## src/rtl/pmem_arb_pkg.sv

```systemverilog
// rtl/pmem_arb_pkg.sv - shared types and default widths for the pmem arbiter slice
package pmem_arb_pkg;

  localparam int unsigned ARB_ADDR_WIDTH = 32;
  localparam int unsigned ARB_LINE_WIDTH = 256;

  typedef enum logic [1:0] {
    ARB_IDLE    = 2'd0,
    ARB_SERVE_I = 2'd1,
    ARB_SERVE_D = 2'd2,
    ARB_DONE    = 2'd3
  } arb_state_t;

  typedef enum logic {
    OWNER_I = 1'b0,
    OWNER_D = 1'b1
  } arb_owner_t;

endpackage

```

## src/rtl/arb_grant_select.sv

```systemverilog
// rtl/arb_grant_select.sv - picks the next owner; ARB_ROUND_ROBIN_EN selects round-robin
// instead of fixed dcache priority.
module arb_grant_select
  import pmem_arb_pkg::*;
(
  input  logic       i_req,
  input  logic       d_req,
  input  arb_owner_t last_grant,
  output logic       grant_valid,
  output arb_owner_t grant_owner
);

  assign grant_valid = i_req | d_req;

`ifdef ARB_ROUND_ROBIN_EN
  // On a conflict the side that did not win last time goes next.
  always_comb begin
    grant_owner = OWNER_I;
    if (i_req && d_req) begin
      grant_owner = (last_grant == OWNER_I) ? OWNER_D : OWNER_I;
    end else if (d_req) begin
      grant_owner = OWNER_D;
    end
  end
`else
  logic unused_last_grant;
  assign unused_last_grant = last_grant;

  always_comb begin
    grant_owner = OWNER_I;
    if (d_req) begin
      grant_owner = OWNER_D;
    end
  end
`endif

endmodule

```

## src/rtl/pmem_arbiter.sv

```systemverilog
// rtl/pmem_arbiter.sv - shares the cacheline adaptor between icache and dcache, one owner
// at a time with a DONE turnaround; grant policy set by ARB_ROUND_ROBIN_EN.
module pmem_arbiter
  import pmem_arb_pkg::*;
#(
  parameter int ADDR_WIDTH = ARB_ADDR_WIDTH,
  parameter int LINE_WIDTH = ARB_LINE_WIDTH,
  parameter int BE_WIDTH   = LINE_WIDTH / 8
) (
  input  logic                  clk,
  input  logic                  rst,
  input  logic [ADDR_WIDTH-1:0] i_mem_address,
  input  logic                  i_mem_read,
  output logic [LINE_WIDTH-1:0] i_mem_rdata,
  output logic                  i_mem_resp,
  input  logic [ADDR_WIDTH-1:0] d_mem_address,
  input  logic                  d_mem_read,
  input  logic                  d_mem_write,
  input  logic [BE_WIDTH-1:0]   d_mem_byte_enable,
  input  logic [LINE_WIDTH-1:0] d_mem_wdata,
  output logic [LINE_WIDTH-1:0] d_mem_rdata,
  output logic                  d_mem_resp,
  output logic [ADDR_WIDTH-1:0] pmem_address,
  output logic                  pmem_read,
  output logic                  pmem_write,
  output logic [BE_WIDTH-1:0]   pmem_byte_enable,
  output logic [LINE_WIDTH-1:0] pmem_wdata,
  input  logic [LINE_WIDTH-1:0] pmem_rdata,
  input  logic                  pmem_resp
);

  arb_state_t state_q, state_d;
  arb_owner_t last_grant_q, last_grant_d;
  logic       grant_valid;
  arb_owner_t grant_owner;

  arb_grant_select u_grant_select (
    .i_req       (i_mem_read),
    .d_req       (d_mem_read | d_mem_write),
    .last_grant  (last_grant_q),
    .grant_valid (grant_valid),
    .grant_owner (grant_owner)
  );

  always_comb begin
    state_d      = state_q;
    last_grant_d = last_grant_q;
    case (state_q)
      ARB_IDLE: begin
        if (grant_valid) begin
          state_d      = (grant_owner == OWNER_I) ? ARB_SERVE_I : ARB_SERVE_D;
          last_grant_d = grant_owner;
        end
      end
      ARB_SERVE_I, ARB_SERVE_D: begin
        if (pmem_resp) begin
          state_d = ARB_DONE;
        end
      end
      default: state_d = ARB_IDLE;
    endcase
  end

  always_ff @(posedge clk) begin
    if (rst) begin
      state_q      <= ARB_IDLE;
      last_grant_q <= OWNER_D;
    end else begin
      state_q      <= state_d;
      last_grant_q <= last_grant_d;
    end
  end

  // Requests are masked while rst is high so the adaptor sees nothing during reset.
  always_comb begin
    pmem_address     = '0;
    pmem_read        = 1'b0;
    pmem_write       = 1'b0;
    pmem_byte_enable = '0;
    pmem_wdata       = '0;
    i_mem_resp       = 1'b0;
    d_mem_resp       = 1'b0;
    if (!rst) begin
      case (state_q)
        ARB_SERVE_I: begin
          pmem_address     = i_mem_address;
          pmem_read        = i_mem_read;
          pmem_byte_enable = '1;
          i_mem_resp       = pmem_resp;
        end
        ARB_SERVE_D: begin
          pmem_address     = d_mem_address;
          pmem_read        = d_mem_read & ~d_mem_write;
          pmem_write       = d_mem_write;
          pmem_byte_enable = d_mem_byte_enable;
          pmem_wdata       = d_mem_wdata;
          d_mem_resp       = pmem_resp;
        end
        default: ;
      endcase
    end
  end

  assign i_mem_rdata = pmem_rdata;
  assign d_mem_rdata = pmem_rdata;

endmodule

```

## config.mk

```make
export PLATFORM = sky130hd
export DESIGN_NAME = pmem_arbiter
export DESIGN_NICKNAME = d
export VERILOG_FILES = /design/src/rtl/pmem_arb_pkg.sv /design/src/rtl/arb_grant_select.sv /design/src/rtl/pmem_arbiter.sv
export SDC_FILE = /design/constraint.sdc
export NUM_CORES = 1
export LEC_CHECK = 0
export CAP_MARGIN = 0
export CORE_AREA = 3 3 561 563
export CTS_BUF_LIST = sky130_fd_sc_hd__clkbuf_8
export CTS_CLUSTER_SIZE = 12
export DETAILED_ROUTE_END_ITERATION = 6
export DIE_AREA = 0 0 564 566
export PLACE_DENSITY = 0.3
export SYNTH_ARGS = -nofsm -noshare
export SYNTH_HDL_FRONTEND = slang
export SYNTH_SLANG_ARGS = --single-unit
```

## constraint.sdc

```tcl
create_clock -name clk -period 2.35 [get_ports clk]
set_clock_uncertainty 0.05 [all_clocks]
set_input_delay 0.47 -clock clk [delete_from_list [all_inputs] [get_ports clk]]
set_output_delay 0.47 -clock clk [all_outputs]
set_load 0.02 [all_outputs]
```

==> run_results.csv, run 1 <==
group,metric,value,unit
logic_synthesis,syn_area_per_cell,6.74,sq um
floorplanning,rows,204,
setup_path,end_kind,"primary output",
clock_network,clock_latency,0.21,ns
final_layout,area_growth,187,%
route,drc_errors,0,
floorplanning,ios,1450,
setup_path,cp.arrival,1.93,ns
global_routing,use_met1,7.59,%
global_routing,grtUsageMet2,16.6,%
place,place_area,17200,sq um
route,wl_per_cell,34.2,microns
setup_path,path_class,"flop to primary output",
clock_network,cts.clk_slew.worst_paths,0.03,ns
pwr,ir_worst_vdd,0.382,mV
setup_path,required,1.83,ns
global_routing,grt-ovfl-total,0,
setup_path,rr_startpoint,"state_q[0]",
floorplanning,die_y,566,microns
route,routed_via_density,1.44,
floorplanning,dieArea,319000,sq um
clock_network,cts_tree,"built",
route,ant_nets,0,
clock_network,cts_sinks,2,
setup_path,path_delay_family,"buffers and inverters",
final_layout,largest_reg_flops,2,
global_routing,grt_max_degree,35,
floorplanning,die_x,564,microns
setup_path,cp-endpoint,"pmem_wdata[164]",
pwr,powerDensity,572,nW/um^2
setup_path,critPathLaunchType,"flop",
setup_path,path_buf_inv,6,
final_layout,nFillCells,36500,
final_layout,final-seq-area,45.0,sq um
logic_synthesis,ys_seq_area_share,0.610,%
route,drtPass1Iterations,4,
global_routing,antenna_found_initial,69,
logic_synthesis,netlist_area,6560,sq um
sta,rsz0062_at_grt,"true",
sta,min_period_over_period,104,%
clock_network,holdBufCountCts,0,
final_layout,drive_gt1_share,56.0,%
min_path,worstHoldStart,"rst",
logic_synthesis,ys_ff_latch,2,
logic_synthesis,yosysUniqueCellTypes,25,
final_layout,nNetsFinal,1830,
setup_path,path_max_fanout,8,
logic_synthesis,synthCells,973,
clock_network,cts-buffers-inserted,3,
setup_path,crit_cells,9,
setup_path,reg2reg_slack,0.67,ns
final_layout,postLayoutCellArea,18900,sq um
route,drt_iter0_drc,415,
floorplanning,initial_utilization,2.12,%
setup_path,r2r_cells,7,
sta,finalHoldViolCount,0,
sta,period_needed,2.45,ns
sta,worst_pin_slew,0.556,ns
global_routing,grt_pass1_wl,202000,microns
clock_network,clockBufferDepth,2,
min_path,hp-class,"input port to flop",
sta,slew_headroom,62.4,%
sta,fmax,408,MHz
logic_synthesis,yosys_warnings,0,
setup_path,crit_start,"state_q[0]",
setup_path,cp_slowest_stage_delay,0.31,ns
route,num_vias,7704,
sta,worst_slack,-0.103,ns
clock_network,cts_max_level,1,
final_layout,multi_input_area,3200,sq um
global_routing,track_usage,10.8,%
sta,tns,-4.04,ns
place,port_buffers,681,
place,hpwl,170000,microns
clock_network,clockRootBuffer,"clkbuf_8",
global_routing,grt_pass1_vias,8173,
outcome,violations,"negative setup slack",
place,gp_congestion,0.886,
setup_path,crit_chain,"inv_2 > ha_4 > nor2b_4 > buf_4 > buf_12 > buf_12 > buf_4 > and2_1 > buf_12",
final_layout,top_regs,"state_q x2",
setup_path,cp_slowest_cell,"dfxtp_2",
sta,drv_slew,0,
outcome,outcome,"complete, but fails checks",
setup_path,timing.critical_path.mode_cell,"buf_12",
sta,setup_viol,100,
global_routing,top_usage_layer,"met2",
global_routing,grtUsageMet3,14.5,%
flow_run,cap_violations,0,
pwr,power.leakage,5.85,nW
setup_path,worstReg2RegEnd,"state_q[1]",
logic_synthesis,syn_nets,1591,
route,wl,183000,microns
floorplanning,coreArea,309000,sq um
final_layout,regMostFlops,"state_q",
==> power breakdown <==
| part | total (W) | switching [W] | internal [W] |
|---|---|---|---|
| combinational | 0.0106 | 0.00545 | 0.00512 |
| sequential | 0.0000713 | 0.0000147 | 0.0000566 |
| clock | 0.000136 | 0.0000280 | 0.000108 |
| total | 0.0108 | 0.00549 | 0.00529 |
==> worst min-delay path by stage <==
stage	endpoint	slack [ns]	depth (start not counted)
2_1_floorplan	state_q[1]	0.43	2
3_3_place_gp	state_q[1]	0.60	3
3_5_place_dp	state_q[1]	0.58	3
4_1_cts	state_q[1]	0.62	3
5_1_grt	state_q[1]	0.63	3
6_report	state_q[1]	0.63	3
==> final cells by class <==
cell class                      count  area share (%)
Clock buffer                        3           0.219
Antenna cell                       16           0.212
Sequential cell                     2           0.239
Inverter                            3          0.0730
Tap cell                         4120            27.3
Timing Repair Buffer              795            55.0
Multi-Input combinational cell    407            17.0
==> cells by family after synthesis <==
family	Yosys count	synth area share [%]
buf+inv	564	62.3
flops	2	0.610
mux	1	0.153
compound gates	71	6.79
fa+ha+maj	4	0.763
simple gates	331	29.4
==> through the flow <==
stage	setup WS, ns	std cells	hold WS [ns]	utilization [%]	total power [W]
after floorplan	0.426	973	0.431	-	0.00389
after global placement	-0.801	5298	0.598	5.56	0.00875
after detailed placement	-0.800	5298	0.581	5.56	0.00868
after CTS	-0.218	5340	0.623	6.04	0.0110
after global routing	-0.207	5335	0.632	6.09	0.0114
final	-0.103	5346	0.633	6.10	0.0108
==> what timing repair did <==
item                       CTS  global route
cloned                      16             6
pin swaps                   61            16
setup endpoints to repair  323           283
gates resized for setup    609           123
setup buffers               28             4
==> layout by cell type, fill, tap and decap left out, types with 2 or more instances in the layout <==
master	netlist	layout
diode_2	0	16
ha_4	0	3
nor2b_1	2	2
nor2_4	0	27
buf_6	0	82
clkdlybuf4s50_1	0	355
buf_4	512	74
a22oi_1	32	30
a22oi_2	0	2
o21ai_0	3	3
clkbuf_8	0	3
buf_12	0	228
clkdlybuf4s15_2	0	11
and2_1	257	97
buf_8	0	7
and2_2	1	3
clkbuf_16	0	6
nor2_2	0	26
and2_4	0	158
buf_2	15	18
a21oi_2	0	8
clkbuf_2	22	3
a21oi_1	34	25
nor2_1	64	11
buf_16	0	10
==> layer usage <==
metal | wire [microns] | share of wire (%)
met5 | 96 | 0.053
met2 | 77900 | 43
met1 | 43300 | 24
met4 | 7580 | 4.1
met3 | 53700 | 29
==> synthesized netlist by cell type <==
| cell | n | area [sq um] |
|---|---|---|
| nor3b_2 | 1 | 12.5 |
| and3b_1 | 1 | 8.76 |
| buf_2 | 15 | 75.1 |
| nor2b_4 | 1 | 13.8 |
| o41ai_1 | 1 | 8.76 |
| buf_4 | 512 | 3840 |
| nor2_1 | 64 | 240 |
| a21oi_1 | 34 | 170 |
| buf_1 | 2 | 7.51 |
| and2_1 | 257 | 1610 |
| nand3b_1 | 1 | 7.51 |
| nand2_1 | 1 | 3.75 |
| clkbuf_1 | 10 | 37.5 |
| a2111o_1 | 1 | 11.3 |
| nor2b_1 | 2 | 12.5 |
| ha_1 | 4 | 50.1 |
| mux2i_1 | 1 | 10.0 |
| o21ai_0 | 3 | 15.0 |
| nor4b_1 | 1 | 8.76 |
| and2_2 | 1 | 7.51 |
| clkbuf_2 | 22 | 110 |
| dfxtp_1 | 2 | 40.0 |
| nand2b_1 | 1 | 6.26 |
| inv_1 | 3 | 11.3 |
| a22oi_1 | 32 | 240 |
==> worst reg2reg max path, stage by stage (launching register included) <==
cell and delay [ns]:
dfxtp_2 0.32, inv_2 0.05, buf_4 0.14, ha_4 0.24
buf_4 0.14, nor2b_1 0.15, a2111o_1 0.40, a21oi_1 0.12
Note: power is estimated with default switching activity, not from simulation.
==> inputs of run 2 (changes only) <==
Clock period 2.35 ns to 3.1 ns, I/O delays scaled along.
==> run 2 against run 1 <==
The run now ends clean. Total power shrank 40%. Core utilization shrank 0.55 points. Cell count shrank 1.0%. First-iteration DRC count shrank 10%. Largest cell class unchanged. Largest power group unchanged. Highest routed layer unchanged.
==> run_results.csv, run 2 (synthesis gave the netlist of run 1 again) <==
group,metric,value,unit
outcome,outcome,"finished, final reports clean",
sta,hold_slack,0.510,ns
clock_network,cts_tree,"built",
setup_path,path_class,"input port to primary output",
pwr,powerDensity,375,nW/um^2
place,pre_cts_ws,-0.406,ns
floorplanning,rows,204,
place,hpwl,170000,microns
final_layout,nNetsFinal,1784,
global_routing,grt_pass1_vias,7701,
setup_path,path_max_fanout,20,
flow_run,cap_violations,0,
route,num_vias,7435,
global_routing,grt_pass1_wl,196000,microns
setup_path,end_kind,"primary output",
floorplanning,dieArea,319000,sq um
clock_network,clockBufferDepth,2,
sta,setup_viol,0,
clock_network,clockRootBuffer,"clkbuf_8",
final_layout,top_regs,"state_q x2",
final_layout,postLayoutCellArea,17200,sq um
route,drc_errors,0,
sta,period_needed,3.05,ns
setup_path,cp.arrival,2.38,ns
route,drt_iter0_drc,372,
sta,finalHoldViolCount,0,
global_routing,track_usage,10.5,%
global_routing,antenna_found_initial,68,
sta,fmax,328,MHz
global_routing,grt-ovfl-total,0,
final_layout,final_cell_mix,"clkdlybuf4s50_1, and2_1, buf_12",
sta,worst_pin_slew,0.500,ns
floorplanning,initial_utilization,2.12,%
global_routing,grt_max_degree,67,
setup_path,critPathLaunchType,"input port",
floorplanning,die_y,566,microns
clock_network,clock_latency,0.21,ns
pwr,power.leakage,5.11,nW
final_layout,largest_reg_flops,2,
floorplanning,die_x,564,microns
route,wl_per_cell,33.4,microns
sta,min_period_over_period,98.3,%
final_layout,area_growth,161,%
clock_network,cts_sinks,2,
sta,worst_slack,0.0538,ns
final_layout,regMostFlops,"state_q",
final_layout,drive_gt1_share,29.0,%
setup_path,r2r_cells,5,
clock_network,holdBufCountCts,0,
sta,drv_slew,0,
sta,slew_headroom,66.2,%
pwr,ir_worst_vdd,0.288,mV
min_path,whs_path_depth,2,
place,port_buffers,681,
final_layout,layout_commonest_cell,"clkdlybuf4s50_1",
clock_network,cts-buffers-inserted,3,
place,place_area,17100,sq um
route,routed_via_density,1.41,
min_path,hp-class,"flop to flop",
route,drtPass1Iterations,4,
place,gp_congestion,0.886,
route,wl,177000,microns
clock_network,cts_max_level,1,
floorplanning,ios,1450,
clock_network,cts.clk_slew.worst_paths,0.03,ns
floorplanning,coreArea,309000,sq um
setup_path,required,2.43,ns
route,ant_nets,0,
[run 2: cell types whose count changed in the layout (fill, tap and decap cells not counted), sizes merged]
cell / before / now
buf: 419 / 327
clkbuf: 12 / 3
clkdlybuf4s15: 11 / 0
clkdlybuf4s50: 355 / 417
diode: 16 / 6
dlymetal6s2s: 0 / 4
[run 2: metrics by stage]
stage	TNS [ns]	util, %	power [W]	instances
floorplan	0	-	0.00295	973
detailed placement	-31.91	5.51	0.00651	5280
finish	0	5.54	0.00643	5290
global placement	-34.84	5.51	0.00655	5280
global route	-0.00284	5.54	0.00682	5285
CTS	0	5.54	0.00667	5284
[run 2: path summary, 6_finish.rpt]
path                            slack, ns       start              end
worst max-delay path                 0.05         rst  pmem_wdata[254]
worst min-delay path                 0.51  state_q[1]       state_q[1]
worst min register to register       0.51  state_q[1]       state_q[1]
worst max register to register       1.34  state_q[0]       state_q[1]
[run 2: report_power, final]
part	internal (W)	leakage, nW	switching [W]
clock network	0.0000824	0.0216	0.0000230
registers	0.0000381	0.0166	0.0000175
logic	0.00288	5.08	0.00338
total	0.00300	5.11	0.00342
[run 2: critical path, stage by stage]
cell and delay, ns:
dlygate4sd2_1 0.32, nor2b_4 0.15, buf_12 0.12, buf_12 0.15, buf_12 0.17, and2_1 0.15, clkdlybuf4s50_1 0.62
[run 2: area by class of cell]
cell class / count / area, sq um
timing repair buffer: 749 / 9420
multi-input combinational: 407 / 2470
tap: 4120 / 5150
sequential: 2 / 40.0
fill: 36600 / 292000
antenna: 6 / 15.0
inverter: 3 / 11.3
clock buffer: 3 / 41.3
[run 2: per-layer routing]
layer / part of all wire, % / global-route usage [%] / vias up
li1: - / - / 2863
met1: 24 / 7.37 / 3081
met2: 42 / 16.0 / 1122
met3: 30 / 14.3 / 365
met4: 4.1 / 3.43 / 4
met5: 0.076 / 0.361 / -
[run 2: what timing repair did]
action | in CTS | in global routing
buffers inserted | 1 | 0
gates resized for setup | 3 | 4
setup endpoints to repair | 190 | 4
==> inputs of run 3 (changes only) <==
Settings changed: REMOVE_ABC_BUFFERS from default to 1.
==> run 3 against run 2 <==
Critical path type unchanged. Global-route usage grew 11 points. Non-clock buffer count is 42 lower. Count of clock-buffer cells in the layout unchanged. Die area stayed put. Wire length is 100% higher. Largest power group unchanged. Clock power about the same. Maximum frequency rose by 0.91%. Design area up 4.4%. First-iteration DRC count grew to 2.8 times the previous value. Hold slack lost 0.045 ns. Flip-flop and latch count did not move. Register-to-register slack improved by 0.09 ns.
==> run_results.csv, run 3 (synthesis gave the netlist of run 1 again) <==
group,metric,value,unit
final_layout,fin_util,5.79,%
global_routing,grt_max_degree,66,
pwr,pwr-share-seq,0.7,%
global_routing,track_usage,21.6,%
min_path,hp-class,"flop to flop",
final_layout,nNetsFinal,1742,
floorplanning,die_y,566,microns
floorplanning,initial_utilization,2.12,%
clock_network,cts_max_level,1,
setup_path,path_max_fanout,13,
route,num_vias,10900,
floorplanning,rows,204,
floorplanning,ios,1450,
pwr,power_frac_comb,97.9,%
sta,min_period_over_period,97.4,%
route,drc_errors,0,
final_layout,final_cell_mix,"clkdlybuf4s50_1, buf_12, and2_1",
route,wl,359000,microns
clock_network,cts_tree,"built",
clock_network,clockBufferDepth,2,
sta,setup_viol,0,
global_routing,grt_pass1_wl,381000,microns
outcome,outcome,"finished, final reports clean",
clock_network,cts-buffers-inserted,3,
setup_path,required,2.43,ns
clock_network,cts.clk_slew.worst_paths,0.03,ns
final_layout,area_growth,173,%
route,ant_nets,0,
global_routing,antenna_found_initial,280,
sta,period_needed,3.02,ns
route,drt_iter0_drc,1023,
floorplanning,coreArea,309000,sq um
setup_path,cp.arrival,2.35,ns
setup_path,path_delay_family,"buffers and inverters",
setup_path,cp_slowest_stage_delay,0.64,ns
clock_network,clockRootBuffer,"clkbuf_8",
pwr,p_int,0.00324,W
final_layout,stdcell_count,5268,
pwr,p_clk_share,1.4,%
sta,worst_pin_slew,0.711,ns
pwr,power.total,0.00722,W
setup_path,timing.critical_path.mode_cell,"clkdlybuf4s50_1",
place,hpwl,332000,microns
global_routing,grt-ovfl-total,0,
setup_path,critPathLaunchType,"input port",
final_layout,top_regs,"state_q x2",
setup_path,path_buf_inv,3,
sta,tns,0,ns
final_layout,layout_commonest_cell,"clkdlybuf4s50_1",
clock_network,clock_latency,0.21,ns
sta,slew_headroom,52.6,%
pwr,powerDensity,403,nW/um^2
sta,finalHoldViolCount,0,
route,drtPass1Iterations,5,
place,gp_congestion,0.927,
global_routing,grt_pass1_vias,8119,
setup_path,cp_slowest_cell,"clkdlybuf4s50_1",
final_layout,largest_reg_flops,2,
final_layout,regMostFlops,"state_q",
setup_path,end_kind,"primary output",
pwr,switchingPower,0.00398,W
setup_path,path_class,"input port to primary output",
pwr,power.leakage,5.17,nW
sta,fmax,331,MHz
floorplanning,dieArea,319000,sq um
final_layout,postLayoutCellArea,17900,sq um
flow_run,cap_violations,0,
setup_path,crit_chain,"clkdlybuf4s50_1 > nor2b_4 > buf_12 > and2_1 > clkdlybuf4s50_1",
sta,drv_slew,0,
floorplanning,die_x,564,microns
route,routed_via_density,2.06,
clock_network,holdBufCountCts,0,
pwr,ir_worst_vdd,0.253,mV
place,dp_cells,5234,
pwr,swShare,55.1,%
place,port_buffers,681,
place,place_area,17700,sq um
clock_network,cts_sinks,2,
route,wl_per_cell,68.1,microns
final_layout,drive_gt1_share,30.5,%
==> run 3: changes by cell type in the layout (fill, tap and decap cells not counted), sizes merged <==
cell	delta
buf	+2
clkbuf	+2
clkdlybuf4s50	-42
diode	+20
dlymetal6s2s	-4
==> run 3: final cells by class <==
class                           count  area [sq um]
Multi-Input combinational cell    407          2450
Antenna cell                       26          65.1
Sequential cell                     2          40.0
Inverter                            3          11.3
Tap cell                         4120          5150
Fill cell                       36500        291000
Clock buffer                        3          41.3
Timing Repair Buffer              707         10100
==> run 3: worst paths after layout <==
check,from,to,slack (ns),cells after the start
worst max-delay path,rst,pmem_wdata[44],0.08,5
worst max register to register,state_q[0],state_q[1],1.43,5
worst min register to register,state_q[1],state_q[1],0.47,2
worst min-delay path,state_q[1],state_q[1],0.47,2
==> run 3: timing repair <==
action | in CTS | in global routing
gates resized for setup | 3 | 5
cloned | 1 | 2
endpoints found under the setup margin | 69 | 70
buffers inserted | 0 | 2
==> run 3: power groups by stage <==
stage	combinational (W)	clock, W	sequential (W)
detailed placement	0.00701	0	0.0000497
global placement	0.00704	0	0.0000490
finish	0.00707	0.000102	0.0000499
global route	0.00752	0.000110	0.0000524
floorplan	0.00181	0	0.0000470
CTS	0.00709	0.000107	0.0000494
==> run 3: metal layers <==
| layer | vias up | GRT usage, % | part of all wire, % |
|---|---|---|---|
| li1 | 2810 | - | - |
| met2 | 2972 | 31.0 | 40 |
| met5 | - | 18.9 | 2.3 |
| met4 | 54 | 6.96 | 4.9 |
| met1 | 4418 | 14.5 | 24 |
| met3 | 613 | 30.2 | 30 |
==> run 3: through the flow <==
stage / hold WS [ns] / setup slack (ns)
global route: 0.518 / -0.00567
floorplan: 0.431 / -1.58
global placement: 0.460 / -0.0732
finish: 0.466 / 0.0813
CTS: 0.467 / 0.0141
detailed placement: 0.461 / -0.0904
==> run 3: worst min-delay path: stages (launching register included) <==
cell and delay [ns]:
dfxtp_1 0.32, o21ai_0 0.08, a21oi_1 0.07
